### src/rtl/sram_dp_arbiter.sv
// sram_dp_arbiter: shares one dual-port SRAM among NUM_REQ requesters.
// Up to two requests are granted per cycle with rotating priority. The first winner goes to
// port 0 and the second to port 1. A second candidate that hits the first winner's address,
// where either side is a write, is skipped in favour of the next requester in order.
// SRAM controls are registered, and read responses come back through per-port tag pipelines.
// Optional macro SRAM_ARB_RDATA_REG_EN registers Q0/Q1 and the tags. This makes read latency
// 3 cycles instead of 2.
module sram_dp_arbiter #(
  parameter int unsigned NUM_REQ = 4,
  parameter int unsigned ADDR_W  = 7,
  parameter int unsigned DATA_W  = 16
) (
  input  logic                        CLK,
  input  logic                        RST,
  input  logic [NUM_REQ-1:0]          req_valid,
  output logic [NUM_REQ-1:0]          req_ready,
  input  logic [NUM_REQ-1:0]          req_we,
  input  logic [NUM_REQ*ADDR_W-1:0]   req_addr,
  input  logic [NUM_REQ*DATA_W-1:0]   req_wdata,
  input  logic [NUM_REQ*DATA_W-1:0]   req_wmask,
  output logic [NUM_REQ-1:0]          rsp_valid,
  output logic [NUM_REQ*DATA_W-1:0]   rsp_rdata,
  output logic [ADDR_W-1:0]           A0,
  output logic [ADDR_W-1:0]           A1,
  output logic [DATA_W-1:0]           D0,
  output logic [DATA_W-1:0]           D1,
  output logic [DATA_W-1:0]           WEM0,
  output logic [DATA_W-1:0]           WEM1,
  output logic                        WE0,
  output logic                        WE1,
  output logic                        CE0,
  output logic                        CE1,
  input  logic [DATA_W-1:0]           Q0,
  input  logic [DATA_W-1:0]           Q1
);

  localparam int unsigned ID_W = (NUM_REQ > 1) ? $clog2(NUM_REQ) : 1;

  // Unpacked views of the request buses
  logic [ADDR_W-1:0] addr_a  [NUM_REQ];
  logic [DATA_W-1:0] wdata_a [NUM_REQ];
  logic [DATA_W-1:0] wmask_a [NUM_REQ];

  // Rotating priority pointer, one-hot
  logic [NUM_REQ-1:0] rr_ptr_q, rr_ptr_d;
  logic [ID_W-1:0]    ptr_idx;

  // Arbitration results
  logic               first_found, second_found;
  logic [ID_W-1:0]    first_id, second_id;
  logic [ID_W-1:0]    last_id, next_id;

  // Read tag pipelines, one entry per SRAM port
  logic [1:0]         t1_v, t2_v;
  logic [ID_W-1:0]    t1_id [2];
  logic [ID_W-1:0]    t2_id [2];
  logic [1:0]         out_v;
  logic [ID_W-1:0]    out_id [2];
  logic [DATA_W-1:0]  q_a [2];

  // Last delivered read data per requester
  logic [DATA_W-1:0]  hold_q [NUM_REQ];

  assign q_a[0] = Q0;
  assign q_a[1] = Q1;

  // Split packed request buses into per-requester fields
  always_comb begin
    for (int i = 0; i < NUM_REQ; i++) begin
      addr_a[i]  = req_addr[i*ADDR_W +: ADDR_W];
      wdata_a[i] = req_wdata[i*DATA_W +: DATA_W];
      wmask_a[i] = req_wmask[i*DATA_W +: DATA_W];
    end
  end

  // Convert the one-hot pointer to an index
  always_comb begin
    ptr_idx = '0;
    for (int i = 0; i < NUM_REQ; i++) begin
      if (rr_ptr_q[i]) ptr_idx = ID_W'(i);
    end
  end

  // Walk requesters from the pointer; pick the first valid and the next non-conflicting one
  always_comb begin
    int unsigned     idx;
    logic [ID_W-1:0] cand;
    idx          = 0;
    cand         = '0;
    first_found  = 1'b0;
    second_found = 1'b0;
    first_id     = '0;
    second_id    = '0;
    for (int unsigned k = 0; k < NUM_REQ; k++) begin
      idx = 32'(ptr_idx) + k;
      if (idx >= NUM_REQ) idx = idx - NUM_REQ;
      cand = ID_W'(idx);
      if (req_valid[cand] && !RST) begin
        if (!first_found) begin
          first_found = 1'b1;
          first_id    = cand;
        end else if (!second_found &&
                     !((addr_a[cand] == addr_a[first_id]) &&
                       (req_we[cand] || req_we[first_id]))) begin
          second_found = 1'b1;
          second_id    = cand;
        end
      end
    end
  end

  // Grant vector and next pointer (one past the last winner)
  always_comb begin
    req_ready = '0;
    if (first_found)  req_ready[first_id]  = 1'b1;
    if (second_found) req_ready[second_id] = 1'b1;
    last_id  = second_found ? second_id : first_id;
    next_id  = (last_id == ID_W'(NUM_REQ - 1)) ? '0 : last_id + 1'b1;
    rr_ptr_d = rr_ptr_q;
    if (first_found) begin
      rr_ptr_d          = '0;
      rr_ptr_d[next_id] = 1'b1;
    end
  end

  // Priority pointer state
  always_ff @(posedge CLK or posedge RST) begin
    if (RST) begin
      rr_ptr_q <= NUM_REQ'(1);
    end else begin
      rr_ptr_q <= rr_ptr_d;
    end
  end

  // Registered SRAM port controls; idle ports drive all zeros
  always_ff @(posedge CLK or posedge RST) begin
    if (RST) begin
      CE0  <= 1'b0;
      WE0  <= 1'b0;
      A0   <= '0;
      D0   <= '0;
      WEM0 <= '0;
      CE1  <= 1'b0;
      WE1  <= 1'b0;
      A1   <= '0;
      D1   <= '0;
      WEM1 <= '0;
    end else begin
      CE0  <= first_found;
      WE0  <= first_found & req_we[first_id];
      A0   <= first_found ? addr_a[first_id]  : '0;
      D0   <= first_found ? wdata_a[first_id] : '0;
      WEM0 <= first_found ? wmask_a[first_id] : '0;
      CE1  <= second_found;
      WE1  <= second_found & req_we[second_id];
      A1   <= second_found ? addr_a[second_id]  : '0;
      D1   <= second_found ? wdata_a[second_id] : '0;
      WEM1 <= second_found ? wmask_a[second_id] : '0;
    end
  end

  // Tag pipeline: stage 1 aligns with the SRAM command, stage 2 with Q
  always_ff @(posedge CLK or posedge RST) begin
    if (RST) begin
      t1_v     <= '0;
      t2_v     <= '0;
      t1_id[0] <= '0;
      t1_id[1] <= '0;
      t2_id[0] <= '0;
      t2_id[1] <= '0;
    end else begin
      t1_v[0]  <= first_found & ~req_we[first_id];
      t1_v[1]  <= second_found & ~req_we[second_id];
      t1_id[0] <= first_id;
      t1_id[1] <= second_id;
      t2_v     <= t1_v;
      t2_id[0] <= t1_id[0];
      t2_id[1] <= t1_id[1];
    end
  end

  // Capture returning read data per requester
  always_ff @(posedge CLK or posedge RST) begin
    if (RST) begin
      for (int i = 0; i < NUM_REQ; i++) hold_q[i] <= '0;
    end else begin
      for (int p = 0; p < 2; p++) begin
        if (t2_v[p]) hold_q[t2_id[p]] <= q_a[p];
      end
    end
  end

`ifdef SRAM_ARB_RDATA_REG_EN
  logic [1:0]      t3_v;
  logic [ID_W-1:0] t3_id [2];

  // Extra tag stage that lines up with the registered read data
  always_ff @(posedge CLK or posedge RST) begin
    if (RST) begin
      t3_v     <= '0;
      t3_id[0] <= '0;
      t3_id[1] <= '0;
    end else begin
      t3_v     <= t2_v;
      t3_id[0] <= t2_id[0];
      t3_id[1] <= t2_id[1];
    end
  end

  assign out_v     = t3_v;
  assign out_id[0] = t3_id[0];
  assign out_id[1] = t3_id[1];

  // Read data comes only from the capture registers
  always_comb begin
    rsp_rdata = '0;
    for (int i = 0; i < NUM_REQ; i++) begin
      rsp_rdata[i*DATA_W +: DATA_W] = hold_q[i];
    end
  end
`else
  assign out_v     = t2_v;
  assign out_id[0] = t2_id[0];
  assign out_id[1] = t2_id[1];

  // Responding slices take Q directly; others hold their last value
  always_comb begin
    rsp_rdata = '0;
    for (int i = 0; i < NUM_REQ; i++) begin
      rsp_rdata[i*DATA_W +: DATA_W] = hold_q[i];
      for (int p = 0; p < 2; p++) begin
        if (t2_v[p] && (t2_id[p] == ID_W'(i))) rsp_rdata[i*DATA_W +: DATA_W] = q_a[p];
      end
    end
  end
`endif

  // Decode response valids from the final tag stage
  always_comb begin
    rsp_valid = '0;
    for (int p = 0; p < 2; p++) begin
      if (out_v[p]) rsp_valid[out_id[p]] = 1'b1;
    end
  end

endmodule

### config.mk
export PLATFORM = sky130hd
export DESIGN_NAME = sram_dp_arbiter
export DESIGN_NICKNAME = d
export VERILOG_FILES = /design/src/rtl/sram_dp_arbiter.sv
export SDC_FILE = /design/constraint.sdc
export NUM_CORES = 1
export LEC_CHECK = 0
export CAP_MARGIN = 15
export CORE_MARGIN = 3
export CORE_UTILIZATION = 40
export DETAILED_ROUTE_END_ITERATION = 6
export DONT_BUFFER_PORTS = 1
export GPL_TIMING_DRIVEN = 0
export SKIP_LAST_GASP = 1
export SLEW_MARGIN = 40
export SYNTH_ARGS = -nofsm -noshare
export SYNTH_HDL_FRONTEND = slang
export SYNTH_SLANG_ARGS = --single-unit
### constraint.sdc
create_clock -name CLK -period 15.2 [get_ports CLK]
set_clock_uncertainty 0.05 [all_clocks]
set_input_delay 1.52 -clock CLK [delete_from_list [all_inputs] [get_ports CLK]]
set_output_delay 1.52 -clock CLK [all_outputs]
set_load 0.03 [all_outputs]
* Word level (Yosys, flattened, before mapping)
Cells that the tools add are included.
Widths: inputs -> output; s select.
** Cells by class
- Reductions and logical operators :: 34
- Add/subtract/negate cells :: 8
- Multiplexer cells :: 134
- Equal/unequal tests :: 10
- Magnitude comparators :: 33
- Bitwise operators :: 18
** Operators by type and width (number)
- $mux 16 :: 22
- $bmux 16 s2 :: 4
- $bwmux 64 :: 2
- $mux 64 :: 2
- $mux 7 :: 18
- $bmux 7 s2 :: 8
- $demux 16 s2 :: 2
- $mux 2 :: 24
- $ge 3x3->1 const B :: 13
- $lt 2x3->1 const B :: 12
- $mux 1 :: 31
- $not 2->3 :: 10
- $bmux 1 s2 :: 12
- $logic_and 1x1->1 :: 24
- $eq 7x7->1 :: 3
- $mux 4 :: 4
- $demux 1 s2 :: 5
- $eq 2x2->1 const B :: 5
- $ge 2x1->1 const B :: 5
- $or 4x4->4 :: 2
- $sub 2x1->2 const B :: 4
- $add 2x2->3 const B :: 2
- $lt 3x1->1 const B :: 2
- $logic_not 1->1 :: 5
- other kinds (8) :: 16
** Storage, ports and cells
- Register bits :: 162
- Output and inout port bits :: 154
- Input bits :: 198
- Word-level logic and storage cells :: 258

* Depth between registers and ports, before layout
Gate-level depths: netlist of the first run.
- Depth after elaboration :: 35
- Depth in mapped cells :: 22
- Gate-level depth less buffers :: 15

* Least setup slack after synthesis of the first run
No wires, ideal clock.
- Kind :: input-to-output
- From :: input RST
- To :: output req_ready[0]
- Stages on the path :: 7
- Buffers on the path :: 1
- Data arrival time :: 6.980 ns
- Setup slack :: 6.650 ns
- Cell sequence :: inv_1 -> and2_1 -> nand2_1 -> mux2i_1 -> inv_2 -> buf_2 -> o32ai_1
** On the way
- Elaborated cells between the ends (all ways) :: 80
** RTL lines
- start, declared :: line 14 : input logic RST,
- $logic_not 1->1 (no line) (*)
- $logic_and 1x1->1 :: line 98 : if (req_valid[cand] && !RST) begin
- $mux 2 / $mux 1 (equally long branches) :: line 98
- $mux 2 :: line 99 : if (!first_found) begin
- $mux 2 :: line 98
- $mux 2 :: line 99
- $mux 2 :: line 98
- $mux 2 :: line 99
- $mux 2 (*) :: line 98
- via first_id[0] :: line 50 : logic [ID_W-1:0] first_id, second_id;
- $lt 2x3->1 (implied by the code) / $ge 2x1->1 (equally long branches) :: line 115 : if (first_found) req_ready[first_id] = 1'b1;
- $logic_and 1x1->1 (implied by the code) :: line 115
- $mux 1 (implied by the code) :: line 115
- $demux 1 s2 (*) :: line 115
- $mux 4 (*) :: line 115
- $or 4x4->4 (no line)
- $mux 4 (*) :: line 116 : if (second_found) req_ready[second_id] = 1'b1;
- end, declared :: line 16 : output logic [NUM_REQ-1:0] req_ready,
Mark *: on every way through the listed nets, which the timed path passes. The rest lies on a longest branch. The select of a mux whose other input is x is not followed.

* Worst setup path after layout of the first run
- From :: input req_valid[1]
- To :: output req_ready[0]
** On the way
- Cells in the longest elaborated chain, start to end :: 29
- Elaborated cells between the ends (all ways) :: 87
** Ends and longest elaborated chain
- start, declared :: line 15 : input logic [NUM_REQ-1:0] req_valid,
- $bmux 1 s2 :: line 98
- $mux 1 (implied by the code) :: line 98
- $logic_and 1x1->1 :: line 98
- $mux 2 :: line 98
- $not 2->3 (implied by the code) :: line 103 : !((addr_a[cand] == addr_a[first_id]) &&
- $bmux 7 s2 :: line 103
- $mux 7 (implied by the code) (2 in a row) :: line 103
- $eq 7x7->1 :: line 103
- (+12 left out)
- $mux 2 :: line 99
- $mux 2 :: line 98
- $lt 2x3->1 (implied by the code) / $ge 2x1->1 (equally long branches) :: line 116
- $logic_and 1x1->1 (implied by the code) :: line 116
- $mux 1 (implied by the code) :: line 116
- $demux 1 s2 :: line 116
- $or 4x4->4 (no line)
- $mux 4 (*) :: line 116
Every way passes the cells marked *; elsewhere a longest branch is shown, timed or not. The select of a mux whose other input is x is not followed.

==> summary by stage, run 1 <==
Setup path
The critical path is of the input port to output port type. STA puts the critical path data required time at 13.63 ns. The worst register-to-register path begins at rr_ptr_q[2]$_DFFE_PP0P_. The type of origin of the critical path is an input port. The worst setup path is captured at an output port. The worst register-to-register path has a setup slack of 9.01 ns. Measured in cells, the most critical reg-to-reg path has a length of 19. The startpoint of the worst setup timing path is req_valid[1]. The reg-to-reg endpoint is D1[0]$_DFF_PP0_. The maximum fanout encountered on the critical timing path is 10. Data on the critical path arrives at its endpoint at 6.57 ns.

Yosys
The number of distinct library cells after synthesis is 57. The most used flip-flop cell after synthesis is sky130_fd_sc_hd__dfrtp_1. The count of flip-flops with a built-in enable after synthesis is 0. The average instance in the mapped netlist occupies 10.59 µm². The synthesized flop and latch total is 161. For this run, the register share of the synthesized area comes to 0.3830. The biggest area contributor in the post-synthesis netlist is sky130_fd_sc_hd__dfrtp_1. The share of flip-flops with an asynchronous set or reset after synthesis is 1.000.

The warning count from the yosys run is 0. The post-synth net total is ~1200. The cell area after synthesis is roughly 0.011 mm². Synthesis produced slightly below 1000 cells.

After synthesis, the cell types taking the most area are sky130_fd_sc_hd__dfrtp_1, sky130_fd_sc_hd__mux2i_1, sky130_fd_sc_hd__mux4_2. The proportion of netlist area held by the largest area contributor is 0.3830.

Run status
The flow ran to the end, and the final reports show no timing, DRC or antenna violations.

GRT
The initial antenna violation count is 0. The total congestion overflow is 0. The first global-routing pass estimated roughly 55000 µm of wire.

The pin count of the biggest net entering global routing is 78. The number of global-route vias before repair came to 8486. In the global route stage, overall resource usage came out at 0.2560.

Clock network
The number of buffers added for setup after CTS is 0. The total number of clock tree sinks is 161. TritonCTS built the clock tree.

The total CTS buffers is 17. Clock-pin slew was measured on the worst setup and hold paths at about 0.060 ns. At the later pin of the worst-skew pair, clock insertion delay measures around 0.42 ns.

Gates resized during post-CTS repair numbered 0. The hold-fix buffer count after cts is 0. The root buffer cell chosen for the clock tree is sky130_fd_sc_hd__clkbuf_16. Counting along the longest clock path gives a buffer depth of 2. The maximum level of the CTS H-tree is 4.

Die
In this run the count of I/O pins placed on the die edge is 352. The die width is 168.2 µm. From bottom edge to top edge, the die measures 168.2 µm. The number of rows in the core area is 58. The starting utilization of the core area is 0.4118. The region available for standard cell placement spans 0.02554 mm².

The floorplan step defined a die boundary enclosing 0.02828 mm².

Power and ir drop
The worst-case IR drop observed on VDD is 0.1303 mV. The leakage component of the power is 4.902 nW. Dividing total power by cell area gives a power density of 289.6 mW/mm².

Layout
The fraction of final layout cells with drive strength greater than 1 is 0.1353. The final non-filler cell total is 1357. At the end of the flow, the number of nets in the layout was 1213. The finished cells cover 0.01162 mm². Relative to the synthesized area, the layout overhead comes to 10.47%. The repair_antennas step left the layout with diodes totalling 0.

STA
The fraction of the cycle the final worst path needs is 0.5354. The minimum period implied by the final worst setup slack is 8.138 ns. Static timing analysis puts the maximum clock frequency at 122.9 MHz. In this run the tightest slew margin relative to its limit is 0.4303. The setup violation total in the final timing report is 0. The worst-margin pin slew is 0.8545 ns.

The hold violation total from the final report was 0. For the final routed database, the setup TNS stands at 0 ns. Setup repair after global routing left no endpoint under its margin. The final count of pins violating max slew came to 0.

Min path
The worst hold path passes through 0 cells. The path class of the tightest hold or removal check is flip-flop to flip-flop. In this run the most critical hold path is launched from t1_id[1]$_DFF_PP0_.

The worst min-delay path endpoint is out_id[1]$_DFF_PP0_.

Drt
The count of TritonRoute iterations in the first routing pass is 5. The final wirelength is roughly 38000 µm. The detailed-route vias per instance is about 6.2. The number of nets with antenna violations after detailed routing is 0. Dividing the detail-routed wire length by the instance count gives 27.66 µm. The overall via count from detail_route is about 8500.

The DRC marker count from the first detailed-route iteration is 792. The number of design rule violations left after detail routing is 0.

Placement
During placement, the flow inserted port buffers numbering 0. Counting tap cells, the placed design contains a total of around 1300 instances. The estimated wirelength of the detail-placed design is 27570 µm. Routability-driven placement finished with a final weighted congestion of 0.8712. After detailed placement, the total cell area comes to between 0.01 and 0.015 mm².

Job
The max capacitance violation total is 0.
critical path, stage by stage:
cell and delay, ns:
sky130_fd_sc_hd__mux2i_1 0.05, sky130_fd_sc_hd__a2111o_1 0.53, sky130_fd_sc_hd__inv_1 0.13, sky130_fd_sc_hd__ha_1 0.15
sky130_fd_sc_hd__clkbuf_1 0.47, sky130_fd_sc_hd__inv_1 0.22, sky130_fd_sc_hd__mux2i_4 0.45, sky130_fd_sc_hd__mux2i_1 0.24
sky130_fd_sc_hd__mux2i_1 0.10, sky130_fd_sc_hd__xnor2_1 0.14, sky130_fd_sc_hd__a2111oi_2 0.52, sky130_fd_sc_hd__a21boi_0 0.25
sky130_fd_sc_hd__and3_1 0.24, sky130_fd_sc_hd__a311oi_4 0.59, sky130_fd_sc_hd__nand2_2 0.26, sky130_fd_sc_hd__buf_2 0.29
sky130_fd_sc_hd__o32ai_2 0.40
logic make-up after synthesis:
logic type / count (synthesis) / synth area share
buffers and inverters: 90 / 0.04318
adders and majority gates: 1 / 0.001189
DFF: 161 / 0.3830
xor gates and xnor gates: 26 / 0.02165
and+or+nand+nor: 219 / 0.1004
AOI/OAI and AO/OA: 230 / 0.1336
muxes: 266 / 0.3170
final cells by class:
type	count	area (µm²)
buffer	80	417.9
clock buffer	18	439.2
clock inverter	14	165.2
fill	2432	13920
inverter	10	45.04
multi-input combinational	742	6056
sequential	161	4029
tap	330	412.9
timing repair buffer	2	55.05
Yosys cell counts (8+ instances only):
master	instances
sky130_fd_sc_hd__a21oi_1	18
sky130_fd_sc_hd__a31oi_1	10
sky130_fd_sc_hd__and2_1	44
sky130_fd_sc_hd__and3_1	9
sky130_fd_sc_hd__buf_2	17
sky130_fd_sc_hd__clkbuf_1	48
sky130_fd_sc_hd__dfrtp_1	161
sky130_fd_sc_hd__inv_1	8
sky130_fd_sc_hd__mux2i_1	209
sky130_fd_sc_hd__mux4_2	51
sky130_fd_sc_hd__nand2_1	113
sky130_fd_sc_hd__nor2_1	19
sky130_fd_sc_hd__o21ai_0	135
sky130_fd_sc_hd__o22ai_1	41
sky130_fd_sc_hd__xnor2_1	18
sky130_fd_sc_hd__xor2_1	8
state kept, by name, summed over array words and instances, names as in the netlist:
register	count
D1	16
out_v	2
t1_id	4
A0	7
WE1	1
WE0	1
WEM0	16
rr_ptr_q	3
WEM1	16
CE1	1
CE0	1
t1_v	2
A1	7
out_id	4
hold_q	64
D0	16
through the flow:
| step | worst slack [ns] | utilization | power [mW] | hold slack (ns) |
|---|---|---|---|---|
| finish | 7.062 | 0.4549 | 3.365 | 0.2999 |
| global placement | 4.376 | 0.4279 | 2.885 | 0.2832 |
| detailed placement | 7.008 | 0.4312 | 2.937 | 0.2847 |
| global route | 6.496 | 0.4549 | 3.560 | 0.3007 |
| CTS | 6.981 | 0.4549 | 3.383 | 0.2991 |
| floorplan | 6.650 | - | 2.486 | 0.2812 |
layer usage:
metal / up-vias / track usage / wire length (µm)
met3: 43 / 0.09556 / 4066
met5: - / 0 / 0
met2: 452 / 0.4180 / 17900
met4: 0 / 0.07400 / 851
li1: 3708 / - / -
met1: 4247 / 0.3193 / 14710
cells in the final DEF, fill, tap and decap left out, drive strengths merged, types with 5 or more instances in the layout:
| master | count |
|---|---|
| dfrtp | 161 |
| nand3 | 7 |
| o22ai | 41 |
| inv | 17 |
| mux2i | 211 |
| o21ai | 135 |
| nand2 | 114 |
| nor3 | 6 |
| xnor2 | 18 |
| buf | 31 |
| nor2 | 20 |
| and3 | 9 |
| clkbuf | 69 |
| a21oi | 18 |
| nor3b | 5 |
| xor2 | 8 |
| clkinv | 7 |
| mux4 | 51 |
| and2 | 44 |
| a31oi | 10 |
power breakdown:
part / leakage (nW) / switching, mW / total (mW) / internal, mW
clock: 0.296 / 0.216 / 0.443 / 0.227
combinational: 2.62 / 1.24 / 2.01 / 0.765
sequential: 1.99 / 0.282 / 0.915 / 0.634
worst max-delay path by stage:
stage | endpoint | slack, ns | cells past startpoint
after floorplan | req_ready[0] | 6.65 | 7
after global routing | req_ready[0] | 6.50 | 19
after detailed placement | req_ready[0] | 7.01 | 17
after global placement | req_ready[0] | 4.38 | 7
after CTS | req_ready[0] | 6.98 | 19
final | req_ready[0] | 7.06 | 17
No activity file was read; power rests on OpenSTA's default activity.
==> run 2: changes to the inputs <==
==> constraint.sdc (replaced) <==
create_clock -name CLK -period 8.5 [get_ports CLK]
set_clock_uncertainty 0.05 [all_clocks]
set_input_delay 0.85 -clock CLK [delete_from_list [all_inputs] [get_ports CLK]]
set_output_delay 0.85 -clock CLK [all_outputs]
set_load 0.03 [all_outputs]
==> results of run 2 <==
Same layout as run 1 (identical final DEF). Status: finished clean.
Among the figures that moved: setup slack after placement 7.008 ns -> 1.459 ns; clock-pin slew on the worst setup and hold paths 0.06 ns -> 0.07 ns; setup slack after layout 7.062 ns -> 1.066 ns; hold slack 0.2999 ns -> 0.2112 ns; start point of the critical path req_valid[1] -> rr_ptr_q[2]$_DFFE_PP0P_; register-to-register setup slack 9.01 ns -> 2.31 ns; total power 3.365 mW -> 6.018 mW; worst IR drop on VDD 0.1303 mV -> 0.2329 mV
